[src/rtl/pipe_ctrl_pkg.sv]
// pipe_ctrl_pkg
// Shared definitions for the pipeline stall/flush sequencer.
// Contents:
//   - Stall vector constants. Bit order is pc, if, id, ex, mem, wb
//     (bit0 is pc, bit5 is wb).
//   - Sequencer state encodings.
//   - Default counter and address widths.
//   - Helper function that maps the winning stall source to its stall vector.
package pipe_ctrl_pkg;

  localparam int CntWDefault  = 6;
  localparam int AddrWDefault = 32;

  // A stall freezes every stage up to and including the named stage.
  // The stage after it receives a bubble.
  localparam logic [5:0] StallNone = 6'b000000;
  localparam logic [5:0] StallRom  = 6'b000011;
  localparam logic [5:0] StallId   = 6'b000111;
  localparam logic [5:0] StallEx   = 6'b001111;

  localparam logic [1:0] CtrlRun    = 2'd0;
  localparam logic [1:0] CtrlExBusy = 2'd1;
  localparam logic [1:0] CtrlFlush  = 2'd2;

  typedef enum logic [1:0] {
    SrcNone = 2'd0,
    SrcEx   = 2'd1,
    SrcId   = 2'd2,
    SrcRom  = 2'd3
  } stall_src_e;

  function automatic logic [5:0] stall_vec(input stall_src_e src);
    logic [5:0] vec;
    vec = StallNone;
    case (src)
      SrcEx:   vec = StallEx;
      SrcId:   vec = StallId;
      SrcRom:  vec = StallRom;
      default: vec = StallNone;
    endcase
    return vec;
  endfunction

endpackage

[src/rtl/pipe_ctrl_ex_busy_cnt.sv]
// ex_busy_cnt
// Loadable saturating down-counter. It tracks the busy cycles that remain
// for a multi-cycle execute operation.
// Ports:
//   clk, rst  - clock and asynchronous active-low reset
//   load      - load load_val into the counter
//   load_val  - number of busy cycles to count down
//   abort     - force the counter to zero; takes priority over load
//   busy      - counter is non-zero
//   last      - counter is at 1, so this cycle is the final decrement
module ex_busy_cnt
  import pipe_ctrl_pkg::*;
#(
  parameter int CNT_W = CntWDefault
) (
  input  logic             clk,
  input  logic             rst,
  input  logic             load,
  input  logic [CNT_W-1:0] load_val,
  input  logic             abort,
  output logic             busy,
  output logic             last
);

  logic [CNT_W-1:0] cnt;

  // Abort wins over load. The decrement stops at zero, so the counter can
  // never wrap around to all ones.
  always_ff @(posedge clk or negedge rst) begin
    if (!rst) begin
      cnt <= '0;
    end else if (abort) begin
      cnt <= '0;
    end else if (load) begin
      cnt <= load_val;
    end else if (cnt != '0) begin
      cnt <= cnt - 1'b1;
    end
  end

  assign busy = (cnt != '0);
  assign last = (cnt == CNT_W'(1));

endmodule

[src/rtl/pipe_ctrl.sv]
// pipe_ctrl
// Central stall/flush sequencer for the five-stage integer pipeline.
// It arbitrates three stall sources:
//   - a decode load-use bubble
//   - multi-cycle execute operations
//   - instruction ROM not ready
// It also turns a flush request into a registered one-cycle flush pulse
// that carries the redirect PC.
// Optional feature: define PIPE_CTRL_PERF_EN to add 32-bit performance
// counters for each stall cause and for flush cycles.
// Ports:
//   clk, rst          - clock and asynchronous active-low reset
//   stallreq_id       - decode needs a one-cycle bubble
//   ex_multi_start    - execute starts a multi-cycle op (pulse)
//   ex_multi_cycles   - extra busy cycles for that op
//   rom_ready         - instruction ROM data valid
//   flush_req         - exception/redirect request (pulse)
//   flush_pc          - redirect target, sampled with flush_req
//   stall[5:0]        - per-stage stall: pc, if, id, ex, mem, wb
//   flush             - registered flush pulse
//   new_pc            - registered redirect target
//   ex_busy           - multi-cycle op outstanding
//   perf_*            - performance counters (PIPE_CTRL_PERF_EN only)
module pipe_ctrl
  import pipe_ctrl_pkg::*;
#(
  parameter int CNT_W  = CntWDefault,
  parameter int ADDR_W = AddrWDefault
) (
  input  logic              clk,
  input  logic              rst,
  input  logic              stallreq_id,
  input  logic              ex_multi_start,
  input  logic [CNT_W-1:0]  ex_multi_cycles,
  input  logic              rom_ready,
  input  logic              flush_req,
  input  logic [ADDR_W-1:0] flush_pc,
  output logic [5:0]        stall,
  output logic              flush,
  output logic [ADDR_W-1:0] new_pc,
  output logic              ex_busy
`ifdef PIPE_CTRL_PERF_EN
  ,
  output logic [31:0]       perf_stall_ex,
  output logic [31:0]       perf_stall_id,
  output logic [31:0]       perf_stall_rom,
  output logic [31:0]       perf_flush
`endif
);

  logic [1:0]  state;
  logic [1:0]  state_nxt;
  logic        start_nz;
  logic        cnt_load;
  logic        cnt_busy;
  logic        cnt_last;
  stall_src_e  stall_src;

  assign start_nz = ex_multi_start && (ex_multi_cycles != '0);

  // The counter is loaded only from RUN. A start that arrives while busy
  // is a protocol error and is dropped. A start in the same cycle as a
  // flush is also dropped, because the flush takes priority.
  assign cnt_load = (state == CtrlRun) && start_nz && !flush_req;

  ex_busy_cnt #(
    .CNT_W(CNT_W)
  ) u_ex_busy_cnt (
    .clk      (clk),
    .rst      (rst),
    .load     (cnt_load),
    .load_val (ex_multi_cycles),
    .abort    (flush_req),
    .busy     (cnt_busy),
    .last     (cnt_last)
  );

  // Next-state logic. A flush request always wins. FLUSH lasts a single
  // cycle unless another flush request arrives while in FLUSH.
  always_comb begin
    state_nxt = state;
    case (state)
      CtrlRun: begin
        if (flush_req)     state_nxt = CtrlFlush;
        else if (start_nz) state_nxt = CtrlExBusy;
      end
      CtrlExBusy: begin
        if (flush_req)     state_nxt = CtrlFlush;
        else if (cnt_last) state_nxt = CtrlRun;
      end
      CtrlFlush: begin
        state_nxt = flush_req ? CtrlFlush : CtrlRun;
      end
      default: state_nxt = CtrlRun;
    endcase
  end

  // The state register and the flush pulse share one register stage, so
  // flush tracks the FLUSH state exactly. new_pc holds its value between
  // flushes.
  always_ff @(posedge clk or negedge rst) begin
    if (!rst) begin
      state  <= CtrlRun;
      flush  <= 1'b0;
      new_pc <= '0;
    end else begin
      state <= state_nxt;
      flush <= flush_req;
      if (flush_req) begin
        new_pc <= flush_pc;
      end
    end
  end

  // Stall arbitration, highest priority first:
  //   1. FLUSH produces no stall.
  //   2. A multi-cycle execute op stalls pc through ex.
  //   3. A decode bubble.
  //   4. ROM not ready.
  always_comb begin
    stall_src = SrcNone;
    if (state == CtrlFlush) begin
      stall_src = SrcNone;
    end else if ((state == CtrlExBusy) || ((state == CtrlRun) && start_nz)) begin
      stall_src = SrcEx;
    end else if (stallreq_id) begin
      stall_src = SrcId;
    end else if (!rom_ready) begin
      stall_src = SrcRom;
    end
  end

  assign stall   = stall_vec(stall_src);
  assign ex_busy = cnt_busy;

`ifdef PIPE_CTRL_PERF_EN
  // Each counter advances once per cycle in which its cause wins the
  // arbitration. The flush counter advances once per cycle in which flush
  // is high. All counters wrap naturally at 2^32.
  always_ff @(posedge clk or negedge rst) begin
    if (!rst) begin
      perf_stall_ex  <= '0;
      perf_stall_id  <= '0;
      perf_stall_rom <= '0;
      perf_flush     <= '0;
    end else begin
      if (stall_src == SrcEx)  perf_stall_ex  <= perf_stall_ex + 32'd1;
      if (stall_src == SrcId)  perf_stall_id  <= perf_stall_id + 32'd1;
      if (stall_src == SrcRom) perf_stall_rom <= perf_stall_rom + 32'd1;
      if (flush)               perf_flush     <= perf_flush + 32'd1;
    end
  end
`endif

endmodule
[config.mk]
export PLATFORM = sky130hd
export DESIGN_NAME = pipe_ctrl
export DESIGN_NICKNAME = d
export VERILOG_FILES = /design/src/rtl/pipe_ctrl_pkg.sv /design/src/rtl/pipe_ctrl_ex_busy_cnt.sv /design/src/rtl/pipe_ctrl.sv
export SDC_FILE = /design/constraint.sdc
export NUM_CORES = 1
export LEC_CHECK = 0
export ABC_AREA = 1
export CORE_MARGIN = 10
export CORE_UTILIZATION = 25
export CTS_CLUSTER_DIAMETER = 80
export DETAILED_ROUTE_END_ITERATION = 8
export PLACE_DENSITY = 0.63
export SLEW_MARGIN = 10
export SYNTH_ARGS = -nofsm -noshare
export SYNTH_HDL_FRONTEND = slang
export SYNTH_HIERARCHICAL = 1
export SYNTH_SLANG_ARGS = --single-unit
[constraint.sdc]
create_clock -name clk -period 1.9 [get_ports clk]
set_clock_uncertainty 0.1 [all_clocks]
set_input_delay 0.19 -clock clk [delete_from_list [all_inputs] [get_ports clk]]
set_output_delay 0.19 -clock clk [all_outputs]
set_load 0.005 [all_outputs]
# Word level (Yosys, flattened, before mapping)
# Index checks and enable logic that the tools add are counted.
# totals
reg_bits,41
inputBits,44
out_inout_bits,40
# op_classes
n_addsub,1
n_eq_ne,8
muxes,14
reduce_logical,10
# ops
op,n
$mux 2,9
$mux 6,3
$pmux 4 s3,1
$reduce_bool 6->1,2
$eq 2x2->1 const B,3
$eq 6x1->1 const B,1
$ne 3x3->1 const B,2
$pmux 2 s3,1
$sub 6x1->6 const B,1
$eq 2x1->1 const B,2
$logic_and 1x1->1,3
$reduce_bool 3->1,1
$logic_not 2->1,1
$reduce_and 2->1,1
$logic_not 1->1,1
$logic_or 1x1->1,1

# Logic depth before layout (Yosys ltp)
# Gate-level depths: netlist of run 1.
# depth
ltp_word,8
ltp_mapped,9
depth_no_buf,8

# By module
# Netlist of run 1, hierarchy kept.
# modules_own_cells
mod,n_inst,cells_per_inst,area_each_um2,seq_area_each_um2
pipe_ctrl,1,114,1647.8,875.8
ex_busy_cnt,1,62,427.9,150.1

# Worst setup path before layout of run 1
# Ideal clock, no wire load.
# synth_path
path_kind,reg-to-reg
start,register state[0]
end,register u_ex_busy_cnt.cnt[5]
setup_time_ns,0.115
arrival_time_ns,1.364
required_time_ns,1.685
path_slack_ns,0.321
path_stages_with_launch,10
path_buffers,1
synth_period_minus_slack_ns,1.579
cell_sequence,dfrtp_1 -> inv_1 -> ha_1 -> nand3_1 -> nor2_1 -> buf_6 -> inv_1 -> or2_1 -> nand3_1 -> nor2_1
# synth_via
elab_chain_len,5
elab_cells_between_ends,6
cone_classes,mux (2); reduce/logical (4)
# synth_lines
item,line_no,text
start: declaration,pipe_ctrl.sv:51,logic [1:0] state;
start signal: assignment,pipe_ctrl.sv:103,state <= CtrlRun;
start signal: assignment,pipe_ctrl.sv:107,state <= state_nxt;
$logic_not 2->1 *,pipe_ctrl.sv:64,assign cnt_load = (state == CtrlRun) && start_nz && !flush_req;
$logic_and 1x1->1 * (2 in series),pipe_ctrl.sv:64,
net cnt_load,pipe_ctrl.sv:54,logic cnt_load;
$mux 6,pipe_ctrl_ex_busy_cnt.sv:34,end else if (load) begin
$mux 6,pipe_ctrl_ex_busy_cnt.sv:32,end else if (abort) begin
end signal: assignment,pipe_ctrl_ex_busy_cnt.sv:35,cnt <= load_val;
end signal: assignment,pipe_ctrl_ex_busy_cnt.sv:37,cnt <= cnt - 1'b1;
end: declaration,pipe_ctrl_ex_busy_cnt.sv:25,logic [CNT_W-1:0] cnt;
# The timed path passes the listed nets; every way through them passes the cells marked *.
# A chain may end at the register's enable or synchronous reset.

# Final worst setup path of run 1
# layout_path
start,register state[1]
end,output port stall[3]
# layout_via
elab_chain_len,7
elab_cells_between_ends,11
cone_classes,eq/ne (5); mux (3); reduce/logical (3)
# layout_lines
item,line_no,text
$logic_not 2->1,pipe_ctrl.sv:124,end else if ((state == CtrlExBusy) || ((state == CtrlRun) && start_nz)) begin
$logic_and 1x1->1,pipe_ctrl.sv:124,
$logic_or 1x1->1,pipe_ctrl.sv:124,
$mux 2,pipe_ctrl.sv:124,
$mux 2 *,pipe_ctrl.sv:122,if (state == CtrlFlush) begin
$eq 2x2->1 or $eq 2x1->1 (tied branches),pipe_ctrl_pkg.sv:35,case (src)
$pmux 4 s3 *,pipe_ctrl_pkg.sv:35,
end: declaration,pipe_ctrl.sv:38,"output logic [5:0] stall,"
# Every way passes the cells marked *; elsewhere a longest branch is shown, timed or not.

==> summary.md, run 1 <==
| Metric | Value |
|---|---|
| Gr usage total | 8.58% |
| Largest net degree at the start of global routing | 42 |
| RSZ-0062 raised after global routing | true |
| Routability cong. | 0.872 |
| Req. time, crit path | 1.61 ns |
| Synth Register Bits | 41 |
| Port Buffer Count | 81 |
| Leakage | 1.49 nW |
| Cell Area, Placed | 0.00303 mm2 |
| Non-Filler Instances | 381 |
| Cell Rows | 33 |
| Die W | 111 um |
| Slew at the pin with the worst max-slew slack | 0.548 ns |
| Fmax achieved | 0.531 GHz |
| GR Overflow Total | 0 |
| Max Slew Vio Count | 0 |
| Hold Path Class | in2reg |
| WP data arrival | 1.59 ns |
| R2R cell count | 10 |
| Dpl cells | 370 |
| Routed Antenna Nets | 0 |
| Vias per std cell | 4.06 |
| Total power | 3.28 mW |
| Die Area | 0.0123 mm2 |
| Min setup slack post-route | 0.0164 ns |
| Clock insertion delay at the later pin of the skew report | 0.29 ns |
| # nets final | 327 |
| CP Cell Sequence | inv_2 > ha_4 > nand3_4 > nand3_2 > nand2_2 > inv_1 > ha_1 > buf_2 |
| Mapped Cells | 176 |
| Hpwl dp | 4000 um |
| Min Tclk post-route | 1.88 ns |
| Initial antenna violation count | 0 |
| Final instance area | 0.00325 mm2 |
| Final hold vios | 0 |
| Post-synth EDFFs | 0 |
| Clock Sink Count | 41 |
| TritonCTS buffer count | 5 |
| Worst Path Buf+Inv | 3 |
| Register area share after synthesis | 49.4% |
| Slowest-stage cell, CP | dfrtp_1 |
| Drt wl/cell | 14.2 um |
| Hold depth | 2 |
| Seq. cell area | 0.00103 mm2 |
| CP max FO | 3 |
| Slew HR | 63.5% |
| Setup crit end kind | primary output |
| CTS tree | done |
| Synth cell types | 23 |
| MaxCap Viol Count | 0 |
| Clock root cell | clkbuf_8 |
| Power density of the placed cells | 1010 mW/mm2 |
| Core area | 0.00813 mm2 |
| Worst path max stage delay | 0.43 ns |
| Starting density of the core | 25.5% |
| Height of the die | 111 um |
| Longest Clk Path Bufs | 2 |
| Ranking of synthesized cells by area | dfrtp_1, mux2_4, ha_1 |
| Synth-to-layout area growth | 56.8% |
| Crit path max-delay family | flip-flops |
| First-pass GRT wire length | 8760 um |
| Yosys top cell by area | dfrtp_1 |
| DRC | 0 |
| Clock-pin slew on the worst setup and hold paths | 0.08 ns |
| Dpl ws | -0.336 ns |
| Async set or reset register ratio after synthesis | 100% |
| DR iter-0 viols | 58 |
| Avg Cell Area, Syn | 11.8 um2 |
| Mapped Area | 0.00208 mm2 |
| Status | finished clean |
| Vias in the first global route | 1673 |
| Max rail drop VDD | 0.616 mV |
| Reg-to-reg slack, setup | 0.15 ns |
| Vias after detailed routing | 1546 |
| Setup crit start kind | flip-flop |
| DRT Pass-1 Iters | 4 |
| Synth warn | 6 |
| Layout cells sized above 1 | 30.8% |
| Final setup fails | 0 |
| Multi-input gate area | 990 um2 |
| Ant. Diodes | 0 |
| Final wirelength | 5400 um |
| Most common cell in the netlist | dfrtp_1 |
| Synth cell count leaders | dfrtp_1, mux2_4, nand2_1 |
| Crit path kind | reg2out |
| Final worst-path cycle share | 99.1% |
| Synth top area share | 49.4% |
| Fill count | 766 |
| H-tree depth | 2 |
| Io pins | 84 |
| Top FF cell, synth | dfrtp_1 |
| Stages on the worst setup path | 8 |
==> power breakdown <==
group / total (mW) / switching (mW) / internal (mW) / leakage [nW]
clock network: 0.558 / 0.304 / 0.254 / 0.0439
logic: 1.59 / 0.693 / 0.900 / 0.961
registers: 1.13 / 0.114 / 1.02 / 0.489
total: 3.28 / 1.11 / 2.17 / 1.49
==> metal layers <==
| layer | track usage [%] | wire length, um | up-vias |
|---|---|---|---|
| met3 | 2.54 | 318 | 2 |
| met1 | 10.3 | 2380 | 727 |
| met4 | 3.08 | 54 | 0 |
| li1 | - | - | 767 |
| met5 | 0 | 0 | - |
| met2 | 14.2 | 2650 | 50 |
==> layout by cell type (no fill, tap or decap), types with 2 or more instances in the layout <==
master,netlist,layout
nand2_2,1,2
clkinv_2,0,2
a21oi_1,4,3
inv_2,0,3
buf_2,0,3
nor2_1,16,16
o21ai_0,2,2
or2_2,2,2
nand3_4,0,2
clkdlybuf4s50_1,0,74
nand3_1,11,7
nand2_1,26,25
conb_1,1,2
buf_6,2,5
dfrtp_1,41,41
mux2_2,4,4
o21ai_1,2,2
mux2_4,28,28
buf_4,3,14
nand3_2,1,3
clkbuf_8,0,5
inv_1,16,11
ha_1,8,3
inv_4,0,2
ha_4,0,4
==> path summary, 6_finish.rpt <==
| check | start | to |
|---|---|---|
| min in group asynchronous | rst | u_ex_busy_cnt/cnt[2] |
| hold / removal | flush_req | flush |
| max in group asynchronous | rst | new_pc[27] |
| hold reg to reg | new_pc[19] | new_pc[19] |
| setup / recovery | state[1] | stall[3] |
| setup reg to reg | state[1] | u_ex_busy_cnt/cnt[1] |
==> state kept, by name, summed over array words and instances (netlist names) <==
name               count
u_ex_busy_cnt/cnt      6
state                  2
flush                  1
new_pc                32
==> through the flow <==
step                hold WS [ns]  util (%)  setup TNS (ns)
finish                     0.198      40.0               0
global route               0.188      40.0          -0.127
CTS                        0.187      39.3        -0.00567
detailed placement         0.198      37.3           -2.04
global placement           0.197      37.3           -1.86
floorplan                 -0.206         -               0
==> cell type report <==
cell class,instances,area share (%)
sequential,41,31.5
clock inverter,3,0.538
inverter,16,2.00
multi-input combinational,112,30.4
timing repair buffer,99,29.4
clock buffer,5,2.11
tap,105,4.04
==> cell families (layout without fill, tap and decap cells) <==
family | after synthesis | in the layout | share of synthesized area [%]
AND/OR/NAND/NOR | 61 | 61 | 12.9
multiplexers | 32 | 32 | 22.4
AO/OA/AOI/OAI | 9 | 9 | 2.29
buffers and inverters | 24 | 123 | 7.96
other | 1 | 2 | 0.181
flip-flops | 41 | 41 | 49.4
adder cells (fa/ha/maj) | 8 | 8 | 4.82
==> repair_timing <==
item | 4_1_cts | 5_1_grt
buffers inserted | 2 | 0
hold buffers | 1 | 0
resized for setup | 36 | 10
pin swaps | 4 | 2
cloned | 0 | 0
endpoints found under the hold margin | 41 | 0
setup endpoints to repair | 5 | 4
==> worst register-to-register path: cells and delay by family (launching register included) <==
kind / cells / cell delay [ns]
fa+ha+maj: 1 / 0.18
flops: 1 / 0.43
compound gates: 1 / 0.07
buf+inv: 3 / 0.35
simple gates: 5 / 0.52
Note: power is estimated with default switching activity, not from simulation.
==> run 2: changes to the inputs <==
CTS_BUF_LIST = sky130_fd_sc_hd__clkbuf_2 sky130_fd_sc_hd__clkbuf_4 sky130_fd_sc_hd__clkbuf_8   (was not set)
==> results of run 2 <==
The final DEF is identical to that of run 1; final timing and power are the same.
==> run 3: changes to the inputs <==
RECOVER_POWER = 25   (was not set)
SLEW_MARGIN = not set   (was 10)
==> summary.md, run 3 (same netlist as run 1, synthesis figures left out) <==
| Metric | Value |
|---|---|
| Status | finished clean |
| Slew HR | 52.9% (-11 points) |
| Final hold vios | 0 (unchanged) |
| Max Slew Vio Count | 0 (unchanged) |
| Port Buffer Count | 81 (unchanged) |
| Clock insertion delay at the later pin of the skew report | 0.29 ns (about the same) |
| Io pins | 84 (unchanged) |
| Max rail drop VDD | 0.615 mV (-0.19%) |
| Vias per std cell | 4.10 (+1.2%) |
| # nets final | 327 (unchanged) |
| MaxCap Viol Count | 0 (unchanged) |
| Final wirelength | 5300 um (-1.8%) |
| Layout cells sized above 1 | 21.7% (-9.1 points) |
| Routability cong. | 0.872 (unchanged) |
| Hpwl dp | 4000 um (unchanged) |
| Ant. Diodes | 0 (unchanged) |
| Max FFs per register | 32 (unchanged) |
| Drt wl/cell | 13.9 um (-1.8%) |
| Req. time, crit path | 1.61 ns (about the same) |
| DRC | 0 (unchanged) |
| DR iter-0 viols | 48 (-17%) |
| Largest regs | new_pc x32, u_ex_busy_cnt/cnt x6, state x2 |
| RSZ-0062 raised after global routing | true |
| Multi-input gate area | 903 um2 (-8.7%) |
| Final setup fails | 0 (unchanged) |
| R2R cell count | 10 (unchanged) |
| Min Tclk post-route | 1.88 ns (-0.00106 ns) |
| Commonest non-fill, non-tap cells in the layout | clkdlybuf4s50_1, dfrtp_1, nand2_1 |
| Setup crit start kind | flip-flop |
| Hold Path Class | in2reg |
| GR Overflow Total | 0 (unchanged) |
| Gr usage total | 8.58% (unchanged) |
| Seq. cell area | 0.00103 mm2 (unchanged) |
| Synth-to-layout area growth | 51.7% |
| Vias in the first global route | 1673 (unchanged) |
| Die W | 111 um (unchanged) |
| Power density of the placed cells | 1020 mW/mm2 (+1.6%) |
| Vias after detailed routing | 1564 (+1.2%) |
| First-pass GRT wire length | 8760 um (unchanged) |
| Crit path kind | reg2out |
| CP max FO | 3 (unchanged) |
| Clock-pin slew on the worst setup and hold paths | 0.08 ns (about the same) |
| Commonest non-fill, non-tap cell in the layout | clkdlybuf4s50_1 |
| Util after Layout | 38.7% (-1.3 points) |
| Starting density of the core | 25.5% (unchanged) |
| Fill count | 795 (+3.8%) |
| Final setup TNS | 0 ns (unchanged) |
| Initial antenna violation count | 0 (unchanged) |
| H-tree depth | 2 (unchanged) |
| Fin Hold WS | 0.381 ns (+0.184 ns) |
| Fmax achieved | 0.531 GHz (about the same) |
| Leakage | 1.39 nW (-7.2%) |
| Final worst-path cycle share | 99.1% (about the same) |
| Longest Clk Path Bufs | 2 (unchanged) |
| Slew at the pin with the worst max-slew slack | 0.706 ns (+0.158 ns) |
| DRT Pass-1 Iters | 4 (unchanged) |
| Clock root cell | clkbuf_8 |
| Setup crit end kind | primary output |
| Final instance area | 0.00315 mm2 (-3.3%) |
| Height of the die | 111 um (unchanged) |
| Largest Register | new_pc |
| Total power | 3.23 mW (-1.7%) |
| WP data arrival | 1.59 ns (about the same) |
| Core area | 0.00813 mm2 (unchanged) |
| Cell Rows | 33 (unchanged) |
| Hold depth | 3 (+1) |
| Routed Antenna Nets | 0 (unchanged) |
| TritonCTS buffer count | 5 (unchanged) |
| CTS tree | done |
| Cell Area, Placed | 0.00303 mm2 (unchanged) |
| Largest net degree at the start of global routing | 42 (unchanged) |
| Clock Sink Count | 41 (unchanged) |
| Die Area | 0.0123 mm2 (unchanged) |
[run 3: cell types whose count changed in the layout (fill, tap and decap cells not counted), sizes merged]
| cell | previous run | this run |
|---|---|---|
| buf | 23 | 20 |
| clkbuf | 5 | 8 |
[run 3: path summary, 6_finish.rpt]
| check | start | to | slack (ns) |
|---|---|---|---|
| setup reg to reg | state[1] | u_ex_busy_cnt/cnt[1] | 0.12 |
| setup / recovery | state[1] | stall[3] | 0.02 |
| max in group asynchronous | rst | state[1] | 0.92 |
| min in group asynchronous | rst | u_ex_busy_cnt/cnt[2] | 0.39 |
| hold reg to reg | new_pc[19] | new_pc[19] | 0.39 |
| hold / removal | ex_multi_cycles[3] | u_ex_busy_cnt/cnt[3] | 0.38 |
[run 3: routing by layer]
layer  wire length, um  track usage [%]
met1              2320             10.3
met2              2620             14.2
met3               316             2.54
met4                54             3.08
met5                 0                0
[run 3: worst max-delay path: stages (launching register included)]
cell and delay, ns:
dfrtp_1 0.43, inv_2 0.09, ha_4 0.18, nand3_4 0.10
nand3_2 0.07, nand2_2 0.09, inv_1 0.05, ha_1 0.18
buf_2 0.13
[run 3: cell type report]
type	instances	share of cell area (%)
Inverter	16	2.07
Clock inverter	3	0.556
Clock buffer	5	2.19
Multi-Input combinational cell	112	28.7
Tap cell	105	4.17
Timing Repair Buffer	99	29.7
Sequential cell	41	32.6
[run 3: report_power, final]
part | switching [mW] | internal (mW) | total (mW)
Clock | 0.305 | 0.254 | 0.558
Combinational | 0.688 | 0.854 | 1.54
Sequential | 0.110 | 1.02 | 1.13
Total | 1.10 | 2.12 | 3.23
[run 3: stage by stage]
stage | std cells | setup slack [ns]
5_1_grt | 381 | -0.0575
2_1_floorplan | 177 | 0.321
4_1_cts | 381 | -0.00567
6_report | 381 | 0.0175
3_3_place_gp | 370 | -0.321
3_5_place_dp | 370 | -0.336
[run 3: repair_timing]
item | CTS | global route
setup buffers | 2 | 0
setup endpoints to repair | 5 | 4
endpoints found under the hold margin | 41 | 0
gates resized for setup | 36 | 10
hold buffers | 1 | 0
pin swaps | 4 | 2
